[src/rtl/frame_burst_writer.sv]
// -----------------------------------------------------------------------------
// frame_burst_writer
//   Drains RGB565 words from the capture FIFO read port into a small line
//   buffer, then writes them to the SDRAM frame buffer as one fixed-length
//   Avalon-MM write burst. Tracks the frame-buffer word address, wraps it
//   once per frame and pulses frame_start when the first beat of a frame's
//   first burst is accepted.
//
// Ports
//   clk              in   single clock (FIFO read-clock domain)
//   nReset           in   asynchronous active-low reset
//   enable           in   permits starting new bursts
//   fifo_avail       in   FIFO holds >= BURST_LEN words
//   fifo_q           in   FIFO read data, valid 1 clk after fifo_rdreq
//   fifo_rdreq       out  FIFO read strobe
//   mem_address      out  burst start word address
//   mem_burstcount   out  BURST_LEN while mem_write, else 0
//   mem_writedata    out  current beat data
//   mem_write        out  write request
//   mem_waitrequest  in   slave stall
//   frame_start      out  1-clk pulse after beat 0 of an address-0 burst
//   busy             out  high whenever the FSM is not idle
// -----------------------------------------------------------------------------
module frame_burst_writer #(
  parameter int unsigned IMG_WIDTH  = 640,
  parameter int unsigned IMG_HEIGHT = 480,
  parameter int unsigned BURST_LEN  = 8,
  parameter int unsigned ADDR_W     = 22
) (
  input  logic              clk,
  input  logic              nReset,
  input  logic              enable,
  input  logic              fifo_avail,
  input  logic [15:0]       fifo_q,
  output logic              fifo_rdreq,
  output logic [ADDR_W-1:0] mem_address,
  output logic [3:0]        mem_burstcount,
  output logic [15:0]       mem_writedata,
  output logic              mem_write,
  input  logic              mem_waitrequest,
  output logic              frame_start,
  output logic              busy
);

  localparam int unsigned DATA_W      = 16;
  localparam int unsigned BCNT_W      = 4;
  localparam int unsigned FRAME_WORDS = IMG_WIDTH * IMG_HEIGHT;
  localparam int unsigned CNT_W       = (BURST_LEN > 1) ? $clog2(BURST_LEN) : 1;
  localparam logic [CNT_W-1:0]  CNT_LAST  = CNT_W'(BURST_LEN - 1);
  localparam logic [BCNT_W-1:0] BCNT_FULL = BCNT_W'(BURST_LEN);

  typedef enum logic [1:0] {
    S_IDLE  = 2'd0,
    S_FETCH = 2'd1,
    S_DRAIN = 2'd2,
    S_WRITE = 2'd3
  } state_t;

  // State and counters
  state_t            r_state;
  logic [CNT_W-1:0]  r_cnt;       // rdreq index in FETCH, beat index in WRITE
  logic [ADDR_W-1:0] r_addr;      // start address of the next burst
  logic              r_rd_d;      // rdreq delayed: fifo_q holds a requested word
  logic [CNT_W-1:0]  r_rd_idx;    // buffer slot for that word

  // Registered outputs
  logic              r_fifo_rdreq;
  logic [ADDR_W-1:0] r_mem_address;
  logic [BCNT_W-1:0] r_mem_burstcount;
  logic [DATA_W-1:0] r_mem_writedata;
  logic              r_mem_write;
  logic              r_frame_start;
  logic              r_busy;

  // Burst line buffer
  logic [DATA_W-1:0] r_buf [BURST_LEN];

  // Next-state values
  state_t            w_state_nxt;
  logic [CNT_W-1:0]  w_cnt_nxt;
  logic [ADDR_W-1:0] w_addr_nxt;
  logic              w_rdreq_nxt;
  logic [ADDR_W-1:0] w_mem_address_nxt;
  logic [BCNT_W-1:0] w_burstcount_nxt;
  logic [DATA_W-1:0] w_writedata_nxt;
  logic              w_write_nxt;
  logic              w_frame_start_nxt;
  logic              w_busy_nxt;

  logic [CNT_W-1:0]  w_cnt_inc;
  logic [ADDR_W:0]   w_addr_sum;
  logic [ADDR_W-1:0] w_addr_wrap;

  assign w_cnt_inc   = r_cnt + CNT_W'(1);
  // One extra bit so the wrap compare cannot be fooled by ADDR_W overflow
  assign w_addr_sum  = {1'b0, r_addr} + (ADDR_W+1)'(BURST_LEN);
  assign w_addr_wrap = (w_addr_sum >= (ADDR_W+1)'(FRAME_WORDS)) ? '0
                                                               : w_addr_sum[ADDR_W-1:0];

  // Next-state and next-output logic
  always_comb begin
    w_state_nxt       = r_state;
    w_cnt_nxt         = r_cnt;
    w_addr_nxt        = r_addr;
    w_mem_address_nxt = r_mem_address;
    w_writedata_nxt   = r_mem_writedata;
    w_frame_start_nxt = 1'b0;
    w_rdreq_nxt       = 1'b0;
    w_write_nxt       = 1'b0;
    w_burstcount_nxt  = '0;
    w_busy_nxt        = 1'b0;

    unique case (r_state)
      S_IDLE: begin
        if (enable && fifo_avail) begin
          w_state_nxt = S_FETCH;
          w_cnt_nxt   = '0;
        end
      end
      S_FETCH: begin
        // fifo_avail is not re-checked: the words were guaranteed at entry
        if (r_cnt == CNT_LAST) begin
          w_state_nxt = S_DRAIN;
          w_cnt_nxt   = '0;
        end else begin
          w_cnt_nxt   = w_cnt_inc;
        end
      end
      S_DRAIN: begin
        // Last word lands this cycle; slot 0 is long since valid
        w_state_nxt       = S_WRITE;
        w_cnt_nxt         = '0;
        w_mem_address_nxt = r_addr;
        w_writedata_nxt   = r_buf[0];
      end
      S_WRITE: begin
        // mem_write is high for the whole of WRITE, so acceptance is !waitrequest
        if (!mem_waitrequest) begin
          w_frame_start_nxt = (r_cnt == '0) && (r_addr == '0);
          if (r_cnt == CNT_LAST) begin
            w_state_nxt = S_IDLE;
            w_cnt_nxt   = '0;
            w_addr_nxt  = w_addr_wrap;
          end else begin
            w_cnt_nxt       = w_cnt_inc;
            w_writedata_nxt = r_buf[w_cnt_inc];
          end
        end
      end
      default: begin
        w_state_nxt = S_IDLE;
        w_cnt_nxt   = '0;
      end
    endcase

    // Strobes follow the state being entered so they stay registered
    w_rdreq_nxt      = (w_state_nxt == S_FETCH);
    w_write_nxt      = (w_state_nxt == S_WRITE);
    w_burstcount_nxt = w_write_nxt ? BCNT_FULL : '0;
    w_busy_nxt       = (w_state_nxt != S_IDLE);
  end

  // State, counters and output registers
  always_ff @(posedge clk or negedge nReset) begin
    if (!nReset) begin
      r_state          <= S_IDLE;
      r_cnt            <= '0;
      r_addr           <= '0;
      r_rd_d           <= 1'b0;
      r_rd_idx         <= '0;
      r_fifo_rdreq     <= 1'b0;
      r_mem_address    <= '0;
      r_mem_burstcount <= '0;
      r_mem_writedata  <= '0;
      r_mem_write      <= 1'b0;
      r_frame_start    <= 1'b0;
      r_busy           <= 1'b0;
    end else begin
      r_state          <= w_state_nxt;
      r_cnt            <= w_cnt_nxt;
      r_addr           <= w_addr_nxt;
      r_rd_d           <= r_fifo_rdreq;
      r_rd_idx         <= r_cnt;
      r_fifo_rdreq     <= w_rdreq_nxt;
      r_mem_address    <= w_mem_address_nxt;
      r_mem_burstcount <= w_burstcount_nxt;
      r_mem_writedata  <= w_writedata_nxt;
      r_mem_write      <= w_write_nxt;
      r_frame_start    <= w_frame_start_nxt;
      r_busy           <= w_busy_nxt;
    end
  end

  // Line buffer capture: word k arrives the clock after its rdreq
  always_ff @(posedge clk) begin
    if (r_rd_d) begin
      r_buf[r_rd_idx] <= fifo_q;
    end
  end

  assign fifo_rdreq     = r_fifo_rdreq;
  assign mem_address    = r_mem_address;
  assign mem_burstcount = r_mem_burstcount;
  assign mem_writedata  = r_mem_writedata;
  assign mem_write      = r_mem_write;
  assign frame_start    = r_frame_start;
  assign busy           = r_busy;

endmodule
[config.mk]
export PLATFORM = sky130hd
export DESIGN_NAME = frame_burst_writer
export DESIGN_NICKNAME = d
export VERILOG_FILES = /design/src/rtl/frame_burst_writer.sv
export SDC_FILE = /design/constraint.sdc
export NUM_CORES = 1
export LEC_CHECK = 0
export ABC_AREA = 1
export BUFFER_PORTS_ARGS = -buffer_cell sky130_fd_sc_hd__buf_2
export CAP_MARGIN = 20
export CORE_MARGIN = 2
export CORE_UTILIZATION = 57
export CTS_BUF_LIST = sky130_fd_sc_hd__clkbuf_8
export CTS_CLUSTER_DIAMETER = 100
export DETAILED_ROUTE_END_ITERATION = 10
export PLACE_DENSITY = 0.87
export SYNTH_ARGS = -nofsm -noshare
export SYNTH_HDL_FRONTEND = slang
export SYNTH_SLANG_ARGS = --single-unit
[constraint.sdc]
create_clock -name clk -period 5.7 [get_ports clk]
set_input_delay 0 -clock clk [delete_from_list [all_inputs] [get_ports clk]]
set_output_delay 0 -clock clk [all_outputs]
set_load 0.01 [all_outputs]
==> run metrics <==
Ys Warns=0; Slowest-stage cell, CP=ha_1; register area=5520 µm²; Data required, critical path=6.03 ns; Hold WC Path Type=in -> reg; syn avg cell area=11.4 µm²; global placement routability congestion=0.912; Max-cap violations=0; Area growth, synth to finish=13.0%; CTS buffer count=17; fin crit share=0.629; clk slew on worst S/H paths=0.09 ns; maximum vdd drop=323 µV; post-CTS setup buffers=0; die extent in x=123 µm; count of pins over their slew limit=0; CTS Buffer Depth=2; synthesized area=8130 µm²; Setup TNS=0 ns; leading area contributor after synthesis=edfxtp_1; Final Power=4390 µW; Placed Area=8590 µm²; Sw Ratio=0.395; Worst Setup Path Type=reg -> reg; Worst-Skew Late Latency=0.47 ns; Comb pwr share=0.362; Final Hold Fails=0; Root Driver=clkbuf_8; GRT Residual Overflow=0; count of final setup violators=0; Ports=67; top post-synthesis cells by area=edfxtp_1, dfrtp_1, o21ai_0; Hold Buf Count CTS=20; worst hold margin=0.0878 ns; critical path data arrival time=3.92 ns; clk_skew=0.0143 ns; Via-to-Cell Ratio=5.91; area of the multi-input gates=2300 µm²; Seq pwr share=0.430; WL final=18000 µm; crit-path max cell delay=0.96 ns; critical path peak fanout=34; # clock sinks=195; n_diodes=0; Hold EP=r_cnt[2]$_DFFE_PN0P_; Critical Path Start Type=flip-flop; CP Capture Type=flip-flop; Critical Path Most Common Cell=inv_1; CTS tree=done; Seq cells post-synth=195; Distinct cells, synth=34; vias=5812; outcome=completed; IO buf count=60; worst r2r src=r_cnt[0]$_DFFE_PN0P_; vias in the first global route=5559; DRC errors left=0; wire per inst=18.3 µm; # resized after CTS=0; Core Rows=43; Worst path top cell family by delay=adder cells; post-synthesis sequential area ratio=0.679; H-Tree Depth=4; Max-Slew Margin vs Limit=0.323; pwr dens=477 nW/µm²; Die H=123 µm; buffer and inverter count on the worst path=2; initial antenna violation count=0; worst-margin pin slew=1.02 ns; Min-Delay Startpoint=enable; first-pass GRT wire length=28300 µm; Int Pwr=2650 µW; top-area cell type share of the netlist area=0.473; Filler Cells Inserted=991; share of cells above drive strength 1=0.171; Tot GR Track Use=0.252; Core Region=13900 µm²; Achievable Freq=279 MHz; initial cell density of the core=0.584; r2r setup slk=2.11 ns; Hold Path Depth=6; pin count of the biggest net entering global routing=68; number of DRC markers in iteration 0=694; cells after synthesis=716; non-filler instance count after layout=983; crit-path cells=inv_1 -> ha_1 -> inv_1 -> o21ai_0 -> o221ai_1 -> nand3_1 -> a31oi_1; die area=15200 µm²; nets@finish=815; HPWL Detailed=10900 µm; post-layout minimum cycle time=3.59 ns; R2R cell count=7; Leak Pwr=0.00347 µW; post-route ant nets=0; drt pass-1 iters=6; Psw=1730 µW; clock power share=0.207; RR Endpoint=mem_writedata[10]$_DFFE_PN0P_; placed insts=931; Design Area, Final=9190 µm²; RSZ-0062 raised after global routing=false
## cells by family (layout without fill, tap and decap cells)
kind of cell / Yosys count / after routing / share of synthesized area
DFF: 195 / 195 / 0.679
adders and majority gates: 4 / 4 / 0.00615
buffers and inverters: 80 / 162 / 0.0420
other: 1 / 6 / 0.000461
and+or+nand+nor: 263 / 263 / 0.136
xor gates and xnor gates: 10 / 10 / 0.0108
AOI/OAI and AO/OA: 158 / 158 / 0.119
muxes: 5 / 5 / 0.00692
## worst reg2reg max path, cell delays in order (launching register included)
cell      delay (ns)
dfrtp_1         0.80
inv_1           0.14
ha_1            0.96
inv_1           0.77
o21ai_0         0.34
o221ai_1        0.19
nand3_1         0.17
a31oi_1         0.10
## per-layer routing
layer  vias up  track usage  wire length, µm
met4         0        0.104              439
met3        52       0.0461             1590
li1       2679            -                -
met2       326        0.431             9090
met5         -            0                0
met1      2755        0.318             6920
## through the flow
step,setup WS (ns),utilization
after global placement,2.19,0.615
final,2.11,0.660
after floorplan,3.45,-
after CTS,2.16,0.660
after detailed placement,2.14,0.616
after global routing,1.86,0.660
## flip-flops by register name, summed over array words and instances, names as in the netlist
signal         flops
r_rd_idx           3
mem_writedata     16
r_rd_d             1
busy               1
r_buf            128
mem_address       19
r_addr            19
r_state            2
fifo_rdreq         1
mem_write          1
frame_start        1
r_cnt              3
## cell usage after synthesis (all sizes together)
master,count
conb,1
inv,35
nor3,2
edfxtp,128
nor4,2
o211ai,3
nand3b,1
clkbuf,29
nor2,116
dfrtp,67
clkinv,1
o221ai,29
a21oi,10
a31oi,17
o21ai,96
xor2,10
nand2,102
or2,1
ha,4
o22ai,3
mux2,5
nand4,9
buf,15
nand3,30
## power by group through the flow
stage / clock (µW) / sequential (µW) / combinational, µW
after floorplan: 0 / 1910 / 1040
after global placement: 0 / 1910 / 1470
after detailed placement: 0 / 1910 / 1550
after CTS: 912 / 1880 / 1570
after global routing: 974 / 1910 / 1760
final: 910 / 1890 / 1590
## how the worst max path moves through the flow
stage / from / to / slack, ns / cells after the start
2_1_floorplan: r_cnt[0]$_DFFE_PN0P_ / mem_writedata[11]$_DFFE_PN0P_ / 3.45 / 11
3_3_place_gp: r_cnt[0]$_DFFE_PN0P_ / busy$_DFF_PN0_ / 2.19 / 8
3_5_place_dp: r_cnt[0]$_DFFE_PN0P_ / mem_writedata[2]$_DFFE_PN0P_ / 2.14 / 7
4_1_cts: r_cnt[0]$_DFFE_PN0P_ / mem_writedata[2]$_DFFE_PN0P_ / 2.16 / 7
5_1_grt: r_cnt[0]$_DFFE_PN0P_ / mem_writedata[2]$_DFFE_PN0P_ / 1.86 / 7
6_report: r_cnt[0]$_DFFE_PN0P_ / mem_writedata[10]$_DFFE_PN0P_ / 2.11 / 7
## final cells by class
cell class / instances / share of cell area
Multi-Input combinational cell: 446 / 0.250
Clock inverter: 15 / 0.0182
Timing Repair Buffer: 94 / 0.0667
Inverter: 36 / 0.0147
Sequential cell: 195 / 0.601
Clock buffer: 17 / 0.0255
Tap cell: 180 / 0.0245
## layout by cell type (no fill, tap or decap), types with 2 or more instances in the layout
cell and instances:
a21oi_1 2, a21oi_2 8, a31oi_1 17, buf_2 60, buf_4 13, bufinv_16 2
clkbuf_8 17, clkinv_1 2, clkinv_4 2, conb_1 6, dfrtp_1 67, dlygate4sd3_1 20
edfxtp_1 128, ha_1 4, inv_1 34, inv_2 2, inv_6 5, inv_8 3
mux2_2 5, nand2_1 96, nand2_2 6, nand3_1 30, nand4_1 9, nor2_1 108
nor2_2 6, nor2_4 2, nor3_1 2, nor4_1 2, o211ai_1 3, o21ai_0 92
o21ai_2 3, o221ai_1 29, o22ai_1 3, xor2_1 10
(Power assumes the default switching activity.)
